--- config.mk ---
export PLATFORM = sky130hd
export DESIGN_NAME = exec_muldiv
export DESIGN_NICKNAME = d
export VERILOG_FILES = /design/src/rtl/exec_pkg.sv /design/src/rtl/muldiv_addsub.sv /design/src/rtl/exec_muldiv.sv
export SDC_FILE = /design/constraint.sdc
export NUM_CORES = 1
export LEC_CHECK = 0
export ABC_AREA = 1
export BUFFER_PORTS_ARGS = -buffer_cell sky130_fd_sc_hd__buf_4
export CAP_MARGIN = 40
export CELL_PAD_IN_SITES_DETAIL_PLACEMENT = 0
export CELL_PAD_IN_SITES_GLOBAL_PLACEMENT = 1
export CORE_MARGIN = 2
export CORE_UTILIZATION = 45
export DETAILED_ROUTE_END_ITERATION = 8
export PLACE_DENSITY = 0.84
export SYNTH_ARGS = -nofsm -noshare
export SYNTH_HDL_FRONTEND = slang
export SYNTH_SLANG_ARGS = --single-unit
--- constraint.sdc ---
create_clock -name clk -period 5.1 [get_ports clk]
set_input_delay 1.53 -clock clk [delete_from_list [all_inputs] [get_ports clk]]
set_output_delay 1.53 -clock clk [all_outputs]
set_load 0.01 [all_outputs]
--- src/rtl/exec_pkg.sv ---
// Shared definitions for the execution-stage multiply/divide unit:
// op encodings, FSM state encoding, width and divide-by-zero constant.
package exec_pkg;

    localparam int unsigned WIDTH = 32;

    localparam logic [1:0] OP_MULT  = 2'b00;
    localparam logic [1:0] OP_MULTU = 2'b01;
    localparam logic [1:0] OP_DIV   = 2'b10;
    localparam logic [1:0] OP_DIVU  = 2'b11;

    localparam logic [1:0] ST_IDLE = 2'd0;
    localparam logic [1:0] ST_CALC = 2'd1;
    localparam logic [1:0] ST_FIX  = 2'd2;

    localparam logic [31:0] DIV0_LO = 32'hFFFF_FFFF;

    function automatic logic [31:0] cond_neg(input logic [31:0] v, input logic neg);
        return neg ? (~v + 32'd1) : v;
    endfunction

endpackage

--- src/rtl/muldiv_addsub.sv ---
// W-bit add/subtract step shared by the multiply accumulate and the divide
// trial subtraction; cout is the carry out (for subtract, 1 means no borrow).
module muldiv_addsub #(
    parameter int unsigned W = 33
) (
    input  logic [W-1:0] x,
    input  logic [W-1:0] y,
    input  logic         sub,
    output logic [W-1:0] sum,
    output logic         cout
);

    logic [W:0] full;

    always_comb begin
        full = {1'b0, x} + {1'b0, y ^ {W{sub}}} + {{W{1'b0}}, sub};
    end

    assign sum  = full[W-1:0];
    assign cout = full[W];

endmodule

--- src/rtl/exec_muldiv.sv ---
// Iterative 32-bit multiply/divide: one shift-add or restoring shift-subtract
// step per cycle, then a sign fix-up cycle that writes HI/LO.
module exec_muldiv #(
    parameter int unsigned WIDTH = exec_pkg::WIDTH
) (
    input  logic             clk,
    input  logic             rst_n,
    input  logic             start,
    input  logic [1:0]       op,
    input  logic [WIDTH-1:0] a,
    input  logic [WIDTH-1:0] b,
    input  logic             flush,
    output logic             stall,
    output logic             busy,
    output logic             done,
    output logic [WIDTH-1:0] hi,
    output logic [WIDTH-1:0] lo
);
    import exec_pkg::*;

    localparam int unsigned CW = $clog2(WIDTH);

    logic [1:0]         state;
    logic [CW-1:0]      count;
    logic               is_div;
    logic               sign_a;
    logic               sign_b;
    logic               b_zero;
    logic [WIDTH-1:0]   opnd;
    logic [2*WIDTH-1:0] acc;

    logic               accept;
    logic               op_signed;
    logic               op_div;
    logic [WIDTH-1:0]   abs_a;
    logic [WIDTH-1:0]   abs_b;
    logic [WIDTH:0]     as_x;
    logic [WIDTH:0]     as_y;
    logic [WIDTH:0]     as_sum;
    logic               as_cout;
    logic [2*WIDTH-1:0] acc_step;
    logic [2*WIDTH-1:0] prod;
    logic [WIDTH-1:0]   fix_hi;
    logic [WIDTH-1:0]   fix_lo;

    always_comb begin
        op_signed = (op == OP_MULT) || (op == OP_DIV);
        op_div    = (op == OP_DIV) || (op == OP_DIVU);
        abs_a     = cond_neg(a, op_signed & a[WIDTH-1]);
        abs_b     = cond_neg(b, op_signed & b[WIDTH-1]);
        accept    = (state == ST_IDLE) && start && !flush;
    end

    assign stall = busy | (start & ~flush);

    // Multiply adds opnd into the upper half; divide trial-subtracts the
    // divisor from the remainder shifted left by one quotient bit.
    always_comb begin
        if (is_div) begin
            as_x = acc[2*WIDTH-1:WIDTH-1];
            as_y = {1'b0, opnd};
        end else begin
            as_x = {1'b0, acc[2*WIDTH-1:WIDTH]};
            as_y = acc[0] ? {1'b0, opnd} : '0;
        end
    end

    muldiv_addsub #(
        .W(WIDTH + 1)
    ) u_addsub (
        .x    (as_x),
        .y    (as_y),
        .sub  (is_div),
        .sum  (as_sum),
        .cout (as_cout)
    );

    always_comb begin
        if (is_div) begin
            acc_step = {(as_cout ? as_sum[WIDTH-1:0] : as_x[WIDTH-1:0]),
                        acc[WIDTH-2:0], as_cout};
        end else begin
            acc_step = {as_sum, acc[WIDTH-1:1]};
        end
    end

    // With a zero divisor every trial succeeds, so the remainder ends as |a|
    // and its dividend-sign fix-up restores a; only LO needs overriding.
    always_comb begin
        prod = (sign_a ^ sign_b) ? (~acc + 1'b1) : acc;
        if (is_div) begin
            fix_hi = cond_neg(acc[2*WIDTH-1:WIDTH], sign_a);
            fix_lo = b_zero ? DIV0_LO : cond_neg(acc[WIDTH-1:0], sign_a ^ sign_b);
        end else begin
            fix_hi = prod[2*WIDTH-1:WIDTH];
            fix_lo = prod[WIDTH-1:0];
        end
    end

    always_ff @(posedge clk or negedge rst_n) begin
        if (!rst_n) begin
            state  <= ST_IDLE;
            count  <= '0;
            busy   <= 1'b0;
            done   <= 1'b0;
            hi     <= '0;
            lo     <= '0;
            is_div <= 1'b0;
            sign_a <= 1'b0;
            sign_b <= 1'b0;
            b_zero <= 1'b0;
            opnd   <= '0;
            acc    <= '0;
        end else begin
            done <= 1'b0;
            busy <= accept || ((state != ST_IDLE) && !flush);
            case (state)
                ST_IDLE: begin
                    if (accept) begin
                        is_div <= op_div;
                        sign_a <= op_signed & a[WIDTH-1];
                        sign_b <= op_signed & b[WIDTH-1];
                        b_zero <= (b == '0);
                        opnd   <= op_div ? abs_b : abs_a;
                        acc    <= {{WIDTH{1'b0}}, (op_div ? abs_a : abs_b)};
                        count  <= '1;
                        state  <= ST_CALC;
                    end
                end
                ST_CALC: begin
                    if (flush) begin
                        state <= ST_IDLE;
                    end else begin
                        acc <= acc_step;
                        if (count == '0) begin
                            state <= ST_FIX;
                        end else begin
                            count <= count - 1'b1;
                        end
                    end
                end
                ST_FIX: begin
                    state <= ST_IDLE;
                    if (!flush) begin
                        hi   <= fix_hi;
                        lo   <= fix_lo;
                        done <= 1'b1;
                    end
                end
                default: state <= ST_IDLE;
            endcase
        end
    end

endmodule

### Word-level counts from Yosys, hierarchy flattened

Index checks and enable logic that the tools add are counted.

| cells by class | value |
|---|---|
| add/sub/neg operators | 8 |
| eq/ne operators | 8 |
| muxes and demuxes | 28 |
| bitwise gates (word level) | 12 |
| reduce and logical (&&, ||, !) cells | 18 |

Operator list:

| cell | number |
|---|---|
| $mux 32 | 12 |
| $mux 64 | 4 |
| $add 32x1->32 const B | 4 |
| $not 32->32 | 4 |
| $pmux 64 s2 | 1 |
| $add 64x1->64 const B | 1 |
| $not 64->64 | 1 |
| $add 33x33->34 | 1 |
| $add 34x1->34 | 1 |
| $mux 33 | 1 |
| $xor 32x33->33 | 1 |
| $logic_not 32->1 | 1 |
| $mux 5 | 3 |
| $pmux 5 s2 | 1 |
| $eq 2x2->1 const B | 3 |
| $mux 2 | 3 |
| $ne 2x2->1 const B | 3 |
| $reduce_and 2->1 | 3 |
| $logic_not 5->1 | 1 |
| $sub 5x1->5 const B | 1 |
| $logic_not 2->1 | 2 |
| $pmux 2 s2 | 1 |
| $reduce_and 4->1 | 1 |
| $reduce_bool 2->1 | 2 |
| other kinds (11) | 18 |

| word-level totals | value |
|---|---|
| register bits after elaboration | 173 |
| bits of input ports | 70 |
| output and inout port bits | 67 |
| logic and storage cells | 86 |

### Logic depth before layout (Yosys ltp)

| depth | value |
|---|---|
| word-level depth | 9 |
| gate-level depth with buffers | 23 |
| depth with buffers taken out | 20 |

### Modules after synthesis

From an unflattened synthesis, not the netlist that was laid out.

| second synthesis, totals | value |
|---|---|
| cell total of the unflattened synthesis | 2538 |
| area total of the unflattened synthesis | 15728.8 um^2 |

By module, submodules not included:

| module | times used | cells an instance | area each (um^2) | sequential area each (um^2) |
|---|---|---|---|---|
| exec_muldiv | 1 | 2040 | 13098.8 | 4329.2 |
| muldiv_addsub | 1 | 498 | 2630.0 | 0.0 |

### Worst setup path before layout

Ideal clock, no wire load.

| timing path | value |
|---|---|
| path kind | input -> output |
| start | input start |
| end | output stall |
| data arrival time | 1908 ps |
| required time | 3570 ps |
| path slack | 1662 ps |
| cell stages on the path | 3 |
| buffers on the path | 0 |
| cell sequence | inv_1 -> nor2_1 -> or2_2 |

| between the ends | value |
|---|---|
| longest elaborated chain between the ends | 2 |

Ends and longest elaborated chain:

| element | RTL line | RTL |
|---|---|---|
| start, declared | exec_muldiv.sv:8 | `input logic start,` |
| $and 1x1->1 | exec_muldiv.sv:54 | `assign stall = busy \| (start & ~flush);` |
| $or 1x1->1 | exec_muldiv.sv:54 |  |
| end, declared | exec_muldiv.sv:13 | `output logic stall,` |

No other way between the ends.

### Final worst setup path

| timing path | value |
|---|---|
| start | register is_div |
| end | register acc[32] |

| between the ends | value |
|---|---|
| longest elaborated chain between the ends | 8 |
| elaborated cells on any way between the ends | 9 |
| those cells by class | add/sub (2); mux (6); bitwise (1) |

Ends and longest elaborated chain:

| element | RTL line | RTL |
|---|---|---|
| start, declared | exec_muldiv.sv:25 | `logic is_div;` |
| start signal, assigned | exec_muldiv.sv:120 | `is_div <= op_div;` |
| $mux 32 | exec_muldiv.sv:59 | `if (is_div) begin` |
| $xor 32x33->33 | muldiv_addsub.sv:16 | `full = {1'b0, x} + {1'b0, y ^ {W{sub}}} + {{W{1'b0}}, sub};` |
| $add 33x33->34 | muldiv_addsub.sv:16 |  |
| $add 34x1->34 | muldiv_addsub.sv:16 |  |
| $mux 32 | exec_muldiv.sv:80 | `acc_step = {(as_cout ? as_sum[WIDTH-1:0] : as_x[WIDTH-1:0]),` |
| $mux 64 (*) | exec_muldiv.sv:79 | `if (is_div) begin` |
| $mux 64 (*) | exec_muldiv.sv:131 | `if (flush) begin` |
| $pmux 64 s2 (*) | exec_muldiv.sv:117 | `case (state)` |
| end signal, assigned | exec_muldiv.sv:125 | `acc <= {{WIDTH{1'b0}}, (op_div ? abs_a : abs_b)};` |
| end signal, assigned | exec_muldiv.sv:134 | `acc <= acc_step;` |
| end, declared | exec_muldiv.sv:30 | `logic [2*WIDTH-1:0] acc;` |

Mark *: on every way between the ends. The rest lies on a longest branch, timed or not. The select of a mux whose other input is x is not followed.
A chain may end at the register's enable or synchronous reset.

==> impl_metrics.yaml <==
outcome:
  status: "finished, final reports clean"
sta:
  max_freq_mhz: 229
  slew_headroom: 0.368
  drv_slew: 0
  fin_skew_ps: 15.4
  min_period_ps: 4370
  finalSetupTns_ps: 0
  hold_viol: 0
  whs_ps: 485
  rsz0062_at_grt: "false"
  fin_crit_sh: 0.858
  setup_viol: 0
  tightest_slew_ps: 948
finish:
  drive_gt1_frac: 0.0895
  fin_util: 0.511
  fin_nets: 2844
  layout_commonest_cell: "nand2_1"
  area_growth_pct: 12.3
  most-common-layout-cells: "878 x nand2_1, 294 x inv_1, 289 x nor2_1"
  antenna_cells: 0
  fillers: 3773
  design_area_um2: 18000
critical_path:
  worstSetupPathType: "reg -> reg"
  worst-r2r-setup-slack_ps: 730
  timing.rr.start: "is_div"
  cp_max_fo: 51
  cp-end-kind: "flop"
  r2r_cells: 19
  critPathRequiredTime_ps: 5420
  arrival_ps: 4690
  start_kind: "flop"
  timing.rr.end: "acc[32]"
synth:
  syn_area_um2: 16100
  ys.flop_type: "dfrtp_1"
  yosysSeqAreaShare: 0.270
  ys_types: 54
  yosysTopAreaCell: "dfrtp_1"
  yosysWarningCount: 0
  async_flop_share: 1.00
  syn_nets: 2769
  syn_avg_cell_area_um2: 6.03
  yosysTopAreaCellShare: 0.270
  synth_edf_count: 0
  syn-instance-count: 2661
  synth_top_cells_by_area: "dfrtp_1 27%, nand2_1 21%, nand3_1 7.5%"
  ys_ff_latch: 173
worst_hold_path:
  hold_class: "reg -> reg"
  min_path_cells: 2
  worstHoldStart: "hi[14]"
  min_to: "hi[14]"
clocking:
  clk_pin_slew_ps: 70
  postCtsSetupBuffers: 0
  cts_root_buf: "clkbuf_16"
  cts_made_buffers: 17
  cts_resized: 0
  htree_levels: 4
  clkSinkCount: 173
  cts_tree: "built"
  ctsHoldBuffers: 0
  clock_path_buffers: 2
  clk_latency_ps: 460
place:
  dpl_cell_area_um2: 17400
  dp_hpwl_um: 51700
  finalWeightedCongestion: 0.982
  port_buffers: 136
route:
  viasPerCell: 5.65
  first_pass_iters: 7
  drc: 0
  postRouteAntennaNets: 0
  drt-total-wl_um: 65600
  drt_iter0_markers: 1744
  routedWlPerCell_um: 20.4
  vias: 18148
floorplan:
  fp.dieW_um: 193
  initial_core_util: 0.455
  fp.dieH_um: 193
  io_pins: 137
  die_area_um2: 37200
  rows: 69
  core_area_um2: 35300
power:
  p_leak_nw: 9.08
  vdd_drop_max_uv: 336
  p_per_area_nw_per_um2: 512
global_routing:
  grt_overflow_total: 0
  grt_max_degree: 129
  antenna_found_initial: 0
  grt_pass1_vias: 16664
  grt_pass1_wl_um: 99200
  grt_use_total: 0.356
flow_run:
  max-cap-violations: 0
[flip-flops by register name (all words and copies together) (netlist names)]
signal,count
is_div,1
hi,32
sign_a,1
state,2
b_zero,1
acc,64
lo,32
opnd,32
done,1
busy,1
sign_b,1
count,5
[synthesized netlist by cell type, types with 11 or more instances]
library cell  count
nand2_1         878
o21ai_0         160
clkbuf_1         58
nor3_1           19
nor2_1          292
a2bb2oi_1        15
xor2_1           67
dfrtp_1         173
ha_1             37
o22ai_1          16
buf_2            23
nand3_1         239
nand4_1          57
inv_1           295
buf_1            17
xnor2_1          20
a22oi_1          11
o211ai_1         29
a21oi_1         126
[report_power, final]
| group | switching (W) | leakage (nW) | total [W] | internal [W] |
|---|---|---|---|---|
| combinational | 0.00395 | 6.65 | 0.00570 | 0.00175 |
| sequential | 0.000512 | 2.14 | 0.00218 | 0.00167 |
| clock | 0.000644 | 0.294 | 0.00135 | 0.000706 |
| total | 0.00511 | 9.08 | 0.00923 | 0.00412 |
[cell families (layout without fill, tap and decap cells)]
family	after synthesis	in the layout	synth area share
adder cells (fa/ha/maj)	38	38	0.0301
buffers and inverters	410	498	0.100
XOR/XNOR	87	87	0.0475
AO/OA/AOI/OAI	409	409	0.147
flip-flops	173	173	0.270
AND/OR/NAND/NOR	1544	1544	0.405
[area by class of cell]
type / count / area (um2) / share of cell area
inverters: 306 / 1150 / 0.0637
well taps: 461 / 577 / 0.0320
clock inverters: 14 / 151 / 0.00840
repair buffers: 160 / 1250 / 0.0693
multi-input cells: 2078 / 10100 / 0.562
clock buffers: 18 / 439 / 0.0244
flip-flops and latches: 173 / 4330 / 0.240
[stage by stage]
step | setup WS [ps] | total power, W | instances
floorplan | 1660 | 0.00596 | 2661
global placement | 805 | 0.00776 | 3177
detailed placement | 783 | 0.00776 | 3178
CTS | 746 | 0.00912 | 3210
global route | 345 | 0.00993 | 3210
finish | 726 | 0.00923 | 3210
[worst max-delay path by stage]
stage | startpoint | end | slack (ps) | depth (start not counted)
after floorplan | start | stall | 1660 | 3
after global placement | is_div | acc[32] | 800 | 19
after detailed placement | is_div | acc[32] | 780 | 19
after CTS | is_div | acc[32] | 750 | 19
after global routing | is_div | acc[32] | 340 | 19
final | is_div | acc[32] | 730 | 19
[worst max-delay path, cell delays in order, from the launching register on]
cell,delay (ps)
dfrtp_4,800
inv_2,240
nand2_1,570
buf_4,350
a21oi_1,100
ha_1,360
nand2_1,180
nor2_1,240
nand2_1,110
nor2_1,100
nand2_1,70
nand3_2,110
nand2_4,90
nand2_4,70
buf_4,420
inv_1,110
nand2_1,80
nand3_1,60
nand2_1,80
o21ai_1,50
[routing by layer]
layer	global-route usage	wire (um)	up-vias
met1	0.469	28000	8378
met2	0.579	29900	814
met5	0	0	-
li1	-	-	8809
met3	0.0476	4580	147
met4	0.162	3120	0
No activity file was read; power rests on OpenSTA's default activity.
